`src/rtl/adc_spi_muestreo_pkg.sv`:
```
// Shared constants and helpers for the serial ADC acquisition stage.
// Frame layout and the offset-binary to two's-complement mapping live here.
package adc_spi_muestreo_pkg;

    localparam logic [2:0] ST_IDLE     = 3'd0;
    localparam logic [2:0] ST_CS_SETUP = 3'd1;
    localparam logic [2:0] ST_SHIFT    = 3'd2;
    localparam logic [2:0] ST_QUIET    = 3'd3;
    localparam logic [2:0] ST_DONE     = 3'd4;

    localparam int FRAME_BITS = 16;
    localparam int LEAD_BITS  = 4;
    localparam int ADC_BITS   = 12;

    // Inverting the MSB of an offset-binary code yields the two's-complement code.
    function automatic logic signed [ADC_BITS-1:0] offset_to_tc(input logic [ADC_BITS-1:0] raw);
        return {~raw[ADC_BITS-1], raw[ADC_BITS-2:0]};
    endfunction

endpackage

```
`src/rtl/adc_spi_muestreo_contador_tick.sv`:
```
// Modulo-MODULO up-counter with enable and synchronous clear; tc flags the
// last count so the caller can use it as a periodic tick.
module contador_tick #(
    parameter int MODULO = 2000,
    parameter int CNT_W  = (MODULO > 1) ? $clog2(MODULO) : 1
) (
    input  logic clk,
    input  logic reset,
    input  logic en,
    input  logic clr,
    output logic tc
);

    logic [CNT_W-1:0] count_q, count_d;

    assign tc = (count_q == CNT_W'(MODULO - 1));

    always_comb begin
        count_d = count_q;
        if (clr) begin
            count_d = '0;
        end else if (en) begin
            count_d = tc ? '0 : count_q + CNT_W'(1);
        end
    end

    always_ff @(posedge clk or posedge reset) begin
        if (reset) count_q <= '0;
        else       count_q <= count_d;
    end

endmodule

```
`src/rtl/adc_spi_muestreo.sv`:
```
// Periodic sampler: clocks one 16-bit frame out of a serial ADC and presents
// the 12-bit sample as sign-extended two's complement with a one-cycle strobe.
//
//   state     | meaning
//   ----------+-------------------------------------------------
//   IDLE      | waiting for a sample tick
//   CS_SETUP  | cs_n low, sclk high, CLK_DIV cycles of setup
//   SHIFT     | 16 bit periods: sclk low then high, capture on rise
//   QUIET     | cs_n high, sclk high, CLK_DIV cycles
//   DONE      | dato updated, datolisto high for one cycle
module adc_spi_muestreo
    import adc_spi_muestreo_pkg::*;
#(
    parameter int CLK_DIV       = 2,
    parameter int SAMPLE_PERIOD = 2000,
    parameter int OUT_W         = 16
) (
    input  logic             clk,
    input  logic             reset,
    input  logic             enable,
    input  logic             sdata,
    output logic             sclk,
    output logic             cs_n,
    output logic [OUT_W-1:0] dato,
    output logic             datolisto,
    output logic             overrun
);

    localparam int               DIV_W    = (CLK_DIV > 1) ? $clog2(CLK_DIV) : 1;
    localparam logic [DIV_W-1:0] DIV_LOAD = DIV_W'(CLK_DIV - 1);
    localparam logic [3:0]       LAST_BIT = 4'(FRAME_BITS - 1);

    logic                tick;
    logic [2:0]          state_q, state_d;
    logic [DIV_W-1:0]    div_q, div_d;
    logic [3:0]          bit_q, bit_d;
    logic                ph_q, ph_d;
    logic [ADC_BITS-1:0] sreg_q, sreg_d;
    logic                cs_n_q, cs_n_d;
    logic                sclk_q, sclk_d;
    logic [OUT_W-1:0]    dato_q, dato_d;
    logic                datolisto_q, datolisto_d;
    logic                overrun_q, overrun_d;
    logic signed [ADC_BITS-1:0] conv;

    contador_tick #(.MODULO(SAMPLE_PERIOD)) u_timer (
        .clk   (clk),
        .reset (reset),
        .en    (enable),
        .clr   (~enable),
        .tc    (tick)
    );

    assign conv = offset_to_tc(sreg_q);

    always_comb begin
        state_d = state_q;
        div_d   = div_q;
        bit_d   = bit_q;
        ph_d    = ph_q;
        sreg_d  = sreg_q;
        case (state_q)
            ST_IDLE: begin
                if (tick) begin
                    state_d = ST_CS_SETUP;
                    div_d   = DIV_LOAD;
                end
            end
            ST_CS_SETUP: begin
                if (div_q == '0) begin
                    state_d = ST_SHIFT;
                    div_d   = DIV_LOAD;
                    ph_d    = 1'b0;
                    bit_d   = '0;
                end else begin
                    div_d = div_q - DIV_W'(1);
                end
            end
            ST_SHIFT: begin
                if (div_q != '0) begin
                    div_d = div_q - DIV_W'(1);
                end else begin
                    div_d = DIV_LOAD;
                    if (!ph_q) begin
                        // sclk rises on this edge: the ADC bit is stable now.
                        ph_d   = 1'b1;
                        sreg_d = {sreg_q[ADC_BITS-2:0], sdata};
                    end else if (bit_q == LAST_BIT) begin
                        state_d = ST_QUIET;
                    end else begin
                        ph_d  = 1'b0;
                        bit_d = bit_q + 4'd1;
                    end
                end
            end
            ST_QUIET: begin
                if (div_q == '0) state_d = ST_DONE;
                else             div_d   = div_q - DIV_W'(1);
            end
            ST_DONE:  state_d = ST_IDLE;
            default:  state_d = ST_IDLE;
        endcase

        // Outputs are registered copies of what the next state dictates.
        cs_n_d      = !((state_d == ST_CS_SETUP) || (state_d == ST_SHIFT));
        sclk_d      = !((state_d == ST_SHIFT) && !ph_d);
        datolisto_d = (state_d == ST_DONE);
        dato_d      = (state_d == ST_DONE) ? OUT_W'(conv) : dato_q;
        overrun_d   = overrun_q | (tick && (state_q != ST_IDLE));
    end

    always_ff @(posedge clk or posedge reset) begin
        if (reset) begin
            state_q     <= ST_IDLE;
            div_q       <= '0;
            bit_q       <= '0;
            ph_q        <= 1'b1;
            sreg_q      <= '0;
            cs_n_q      <= 1'b1;
            sclk_q      <= 1'b1;
            dato_q      <= '0;
            datolisto_q <= 1'b0;
            overrun_q   <= 1'b0;
        end else begin
            state_q     <= state_d;
            div_q       <= div_d;
            bit_q       <= bit_d;
            ph_q        <= ph_d;
            sreg_q      <= sreg_d;
            cs_n_q      <= cs_n_d;
            sclk_q      <= sclk_d;
            dato_q      <= dato_d;
            datolisto_q <= datolisto_d;
            overrun_q   <= overrun_d;
        end
    end

    assign cs_n      = cs_n_q;
    assign sclk      = sclk_q;
    assign dato      = dato_q;
    assign datolisto = datolisto_q;
    assign overrun   = overrun_q;

endmodule
```
`config.mk`:
```
export PLATFORM = sky130hd
export DESIGN_NAME = adc_spi_muestreo
export DESIGN_NICKNAME = d
export VERILOG_FILES = /design/src/rtl/adc_spi_muestreo_pkg.sv /design/src/rtl/adc_spi_muestreo_contador_tick.sv /design/src/rtl/adc_spi_muestreo.sv
export SDC_FILE = /design/constraint.sdc
export NUM_CORES = 1
export LEC_CHECK = 0
export ABC_AREA = 1
export BUFFER_PORTS_ARGS = -buffer_cell sky130_fd_sc_hd__clkbuf_2
export CAP_MARGIN = 20
export CORE_MARGIN = 2
export CORE_UTILIZATION = 55
export DETAILED_ROUTE_END_ITERATION = 16
export PLACE_DENSITY_LB_ADDON = 0.3
export SLEW_MARGIN = 20
export SYNTH_ARGS = -nofsm -noshare
export SYNTH_HDL_FRONTEND = slang
export SYNTH_SLANG_ARGS = --single-unit
```
`constraint.sdc`:
```
create_clock -name clk -period 2.8 [get_ports clk]
set_input_delay 0.42 -clock clk [delete_from_list [all_inputs] [get_ports clk]]
set_output_delay 0.42 -clock clk [all_outputs]
set_load 0.01 [all_outputs]
```
==> flow_metrics.py <==
metrics = {
    "die": {
        "die_w_um": 69.0,
        "dieArea_mm2": 0.00476,
        "die_height_um": 69.0,
        "core-area_mm2": 0.00403,
        "io_pins": 24,
        "start_util": 0.576,
        "std_cell_rows": 23,
    },
    "grt": {
        "grt.total_usage": 0.177,
        "grt_max_degree": 49,
        "gr-total-overflow": 0,
        "grt_pass1_vias": 1467,
        "antenna_found_initial": 0,
        "grt_pass1_wl_mm": 6.21,
    },
    "power": {
        "p_leak_uw": 0.00122,
        "powerDensity_mw_per_mm2": 486,
        "vdd_drop_max_mv": 0.377,
    },
    "critical_path": {
        "cp_cell_sequence": "ha_1 -> nand3_1 -> nand3b_4 -> nand2_2 -> inv_2 -> nand2_1 -> nor2_1",
        "r2r-start": "u_timer.count_q[0]",
        "worstSetupPathType": "flip-flop to flip-flop",
        "worstSetupEndpointType": "flip-flop",
        "crit_start": "u_timer.count_q[0]",
        "critPathMaxStageDelay_ps": 430,
        "crit_required_ps": 2990,
        "arrival_ps": 1710,
        "crit_fanout": 7,
        "crit_path_start_kind": "flip-flop",
        "critPathSlowestCell": "dfrtp_1",
    },
    "finish": {
        "drive_above_1_share": 0.254,
        "final_nets": 288,
        "layout_common_cells": "68 x nand2_1, 45 x dfrtp_1, 34 x nor2_1",
        "layout.cells.non_filler": 333,
        "n_antenna_cell": 0,
        "fillers": 355,
        "area_growth_pct": 9.11,
        "final_common_cell": "nand2_1",
    },
    "drt": {
        "antenna_left": 0,
        "num_vias": 1630,
        "drt_first_iter_violations": 108,
        "via_per_inst": 4.89,
        "drc_errors": 0,
        "routedWlPerCell_um": 11.1,
        "routed_wl_mm": 3.70,
        "dr.pass1.iters": 4,
    },
    "place": {
        "dp_cells": 325,
        "hpwlAfterDp_mm": 2.66,
        "portBuffers": 23,
        "post-place-ws_ps": 1300,
        "gp_congestion": 0.830,
    },
    "sta": {
        "slew_headroom": 0.468,
        "rsz0062_at_grt": "false",
        "hold_viol_final": 0,
        "clock_skew_ps": 8.47,
        "hold_ws_ps": 225,
        "finalSetupViolCount": 0,
        "finalSetupTns_ps": 0,
        "timing.fmax_mhz": 658,
        "drv_slew": 0,
        "period_minus_slack_ps": 1520,
        "finalCritPeriodShare": 0.542,
        "fin_ws_ps": 1280,
        "tightestPinTransition_ps": 797,
    },
    "logic_synthesis": {
        "postSynthCellCount": 261,
        "muxShareOfSynthArea": 0,
        "syn_nets": 267,
        "synth_top_family_by_area": "simple AND/OR/NAND/NOR gates",
        "synth.largest_area_cell": "dfrtp_1",
        "synth_compound_area_frac": 0.114,
        "synth_cell_types": 28,
        "synthesis.area_mm2": 0.00232,
        "synth_fa_ha_area_frac": 0.0108,
        "synthSimpleGateAreaFrac": 0.254,
        "synth_xor_area_frac": 0.0189,
        "synth-seq-cells": 48,
        "synth_area_leaders": "dfrtp_1 48%, nand2_1 11%, o21ai_2 7.5%, nor2_1 5.5%, inv_1 3.9%",
        "yosysSeqAreaShare": 0.519,
        "synth_top_area_frac": 0.485,
        "syn_area_per_cell_um2": 8.90,
        "yosysWarnings": 0,
    },
    "clocking": {
        "cts_root_buffer": "clkbuf_8",
        "cts_resized": 0,
        "clock_latency_ps": 300,
        "htreeDepth": 2,
        "cts_made_buffers": 5,
        "cts_tree": "done",
        "cts_setup_buffers": 0,
        "cts.clk_slew.worst_paths_ps": 90,
        "clockBufferDepth": 2,
        "cts_sinks": 48,
        "postCtsHoldBufs": 0,
    },
    "worst_hold_path": {
        "hold_class": "input pin to async pin",
    },
    "run": {
        "cap_violations": 0,
    },
    "outcome": {
        "outcome": "complete, no violations",
    },
}
-- final timing paths --
kind | slack [ps] | to | depth (start not counted)
worst max-delay path | 1280 | u_timer.count_q[5] | 7
worst min-delay path | 230 | sreg_q[0] | 2
worst max register to register | 1280 | u_timer.count_q[5] | 7
worst min register to register | 470 | dato[11] | 1
max in group asynchronous | 2100 | u_timer.count_q[5] | 2
min in group clk | 360 | sreg_q[0] | 3
-- worst max-delay path: cells and delay by family (launching register included) --
family                     cells  cell delay [ps]
DFF                            1              430
and+or+nand+nor                5              660
buffers and inverters          1               60
adders and majority gates      1              270
-- layer usage --
| metal | up-vias | track usage | part of all wire |
|---|---|---|---|
| li1 | 862 | - | - |
| met1 | 745 | 0.235 | 0.50 |
| met2 | 19 | 0.280 | 0.46 |
| met3 | 4 | 0.0438 | 0.026 |
| met4 | 0 | 0.0662 | 0.015 |
| met5 | - | 0 | 0 |
-- stage by stage --
step	util	power (µW)	instance area, µm²
global route	0.629	1290	2530
global placement	0.600	744	2420
CTS	0.629	1250	2530
detailed placement	0.600	744	2420
finish	0.629	1230	2530
floorplan	-	735	2320
-- cells in the mapped netlist --
master    instances
nor3b_2           1
nor3_1            3
xor2_1            3
inv_1            24
o21bai_1          1
o21ai_0           1
a21oi_1           4
nand2_1          68
nand3b_4          1
xnor2_1           2
a21oi_2           1
o211ai_1          1
nand3_2           1
nor2_4            3
dfrtp_1          45
nor3b_1           1
ha_1              2
nand2_2           3
o21ai_1           8
nor2_1           34
nand4_1           2
nand3_1          13
buf_4             5
dfstp_2           3
nand2_4           1
buf_6             4
inv_2             6
o21ai_2          20
-- registers in the layout, summed over array words and instances (netlist names) --
| register | flops |
|---|---|
| bit_q | 4 |
| cs_n | 1 |
| dato | 12 |
| datolisto | 1 |
| div_q | 1 |
| overrun | 1 |
| ph_q | 1 |
| sclk | 1 |
| sreg_q | 12 |
| state_q | 3 |
| u_timer.count_q | 11 |
-- cells by family (layout without fill, tap and decap cells) --
| kind of cell | after synthesis | in the layout |
|---|---|---|
| AND/OR/NAND/NOR | 131 | 131 |
| AO/OA/AOI/OAI | 36 | 36 |
| adder cells (fa/ha/maj) | 2 | 2 |
| flip-flops | 48 | 48 |
| buffers and inverters | 39 | 61 |
| XOR/XNOR | 5 | 5 |
-- area by class of cell --
cell class              instances  area, µm²  share of cell area
inverters                      30        114              0.0449
repair buffers                 23        115              0.0454
multi-input cells             174        922               0.364
clock inverters                 3       46.3              0.0183
clock buffers                   5       68.8              0.0272
well taps                      50       62.6              0.0247
flip-flops and latches         48       1200               0.476
-- power breakdown --
| group | leakage, µW | switching [µW] | total, µW | internal, µW |
|---|---|---|---|---|
| registers | 0.000655 | 4.38 | 701 | 697 |
| logic | 0.000512 | 21.6 | 28.4 | 6.79 |
| clock network | 0.0000548 | 232 | 501 | 269 |
| total | 0.00122 | 258 | 1230 | 973 |
No activity file was read; power rests on OpenSTA's default activity.
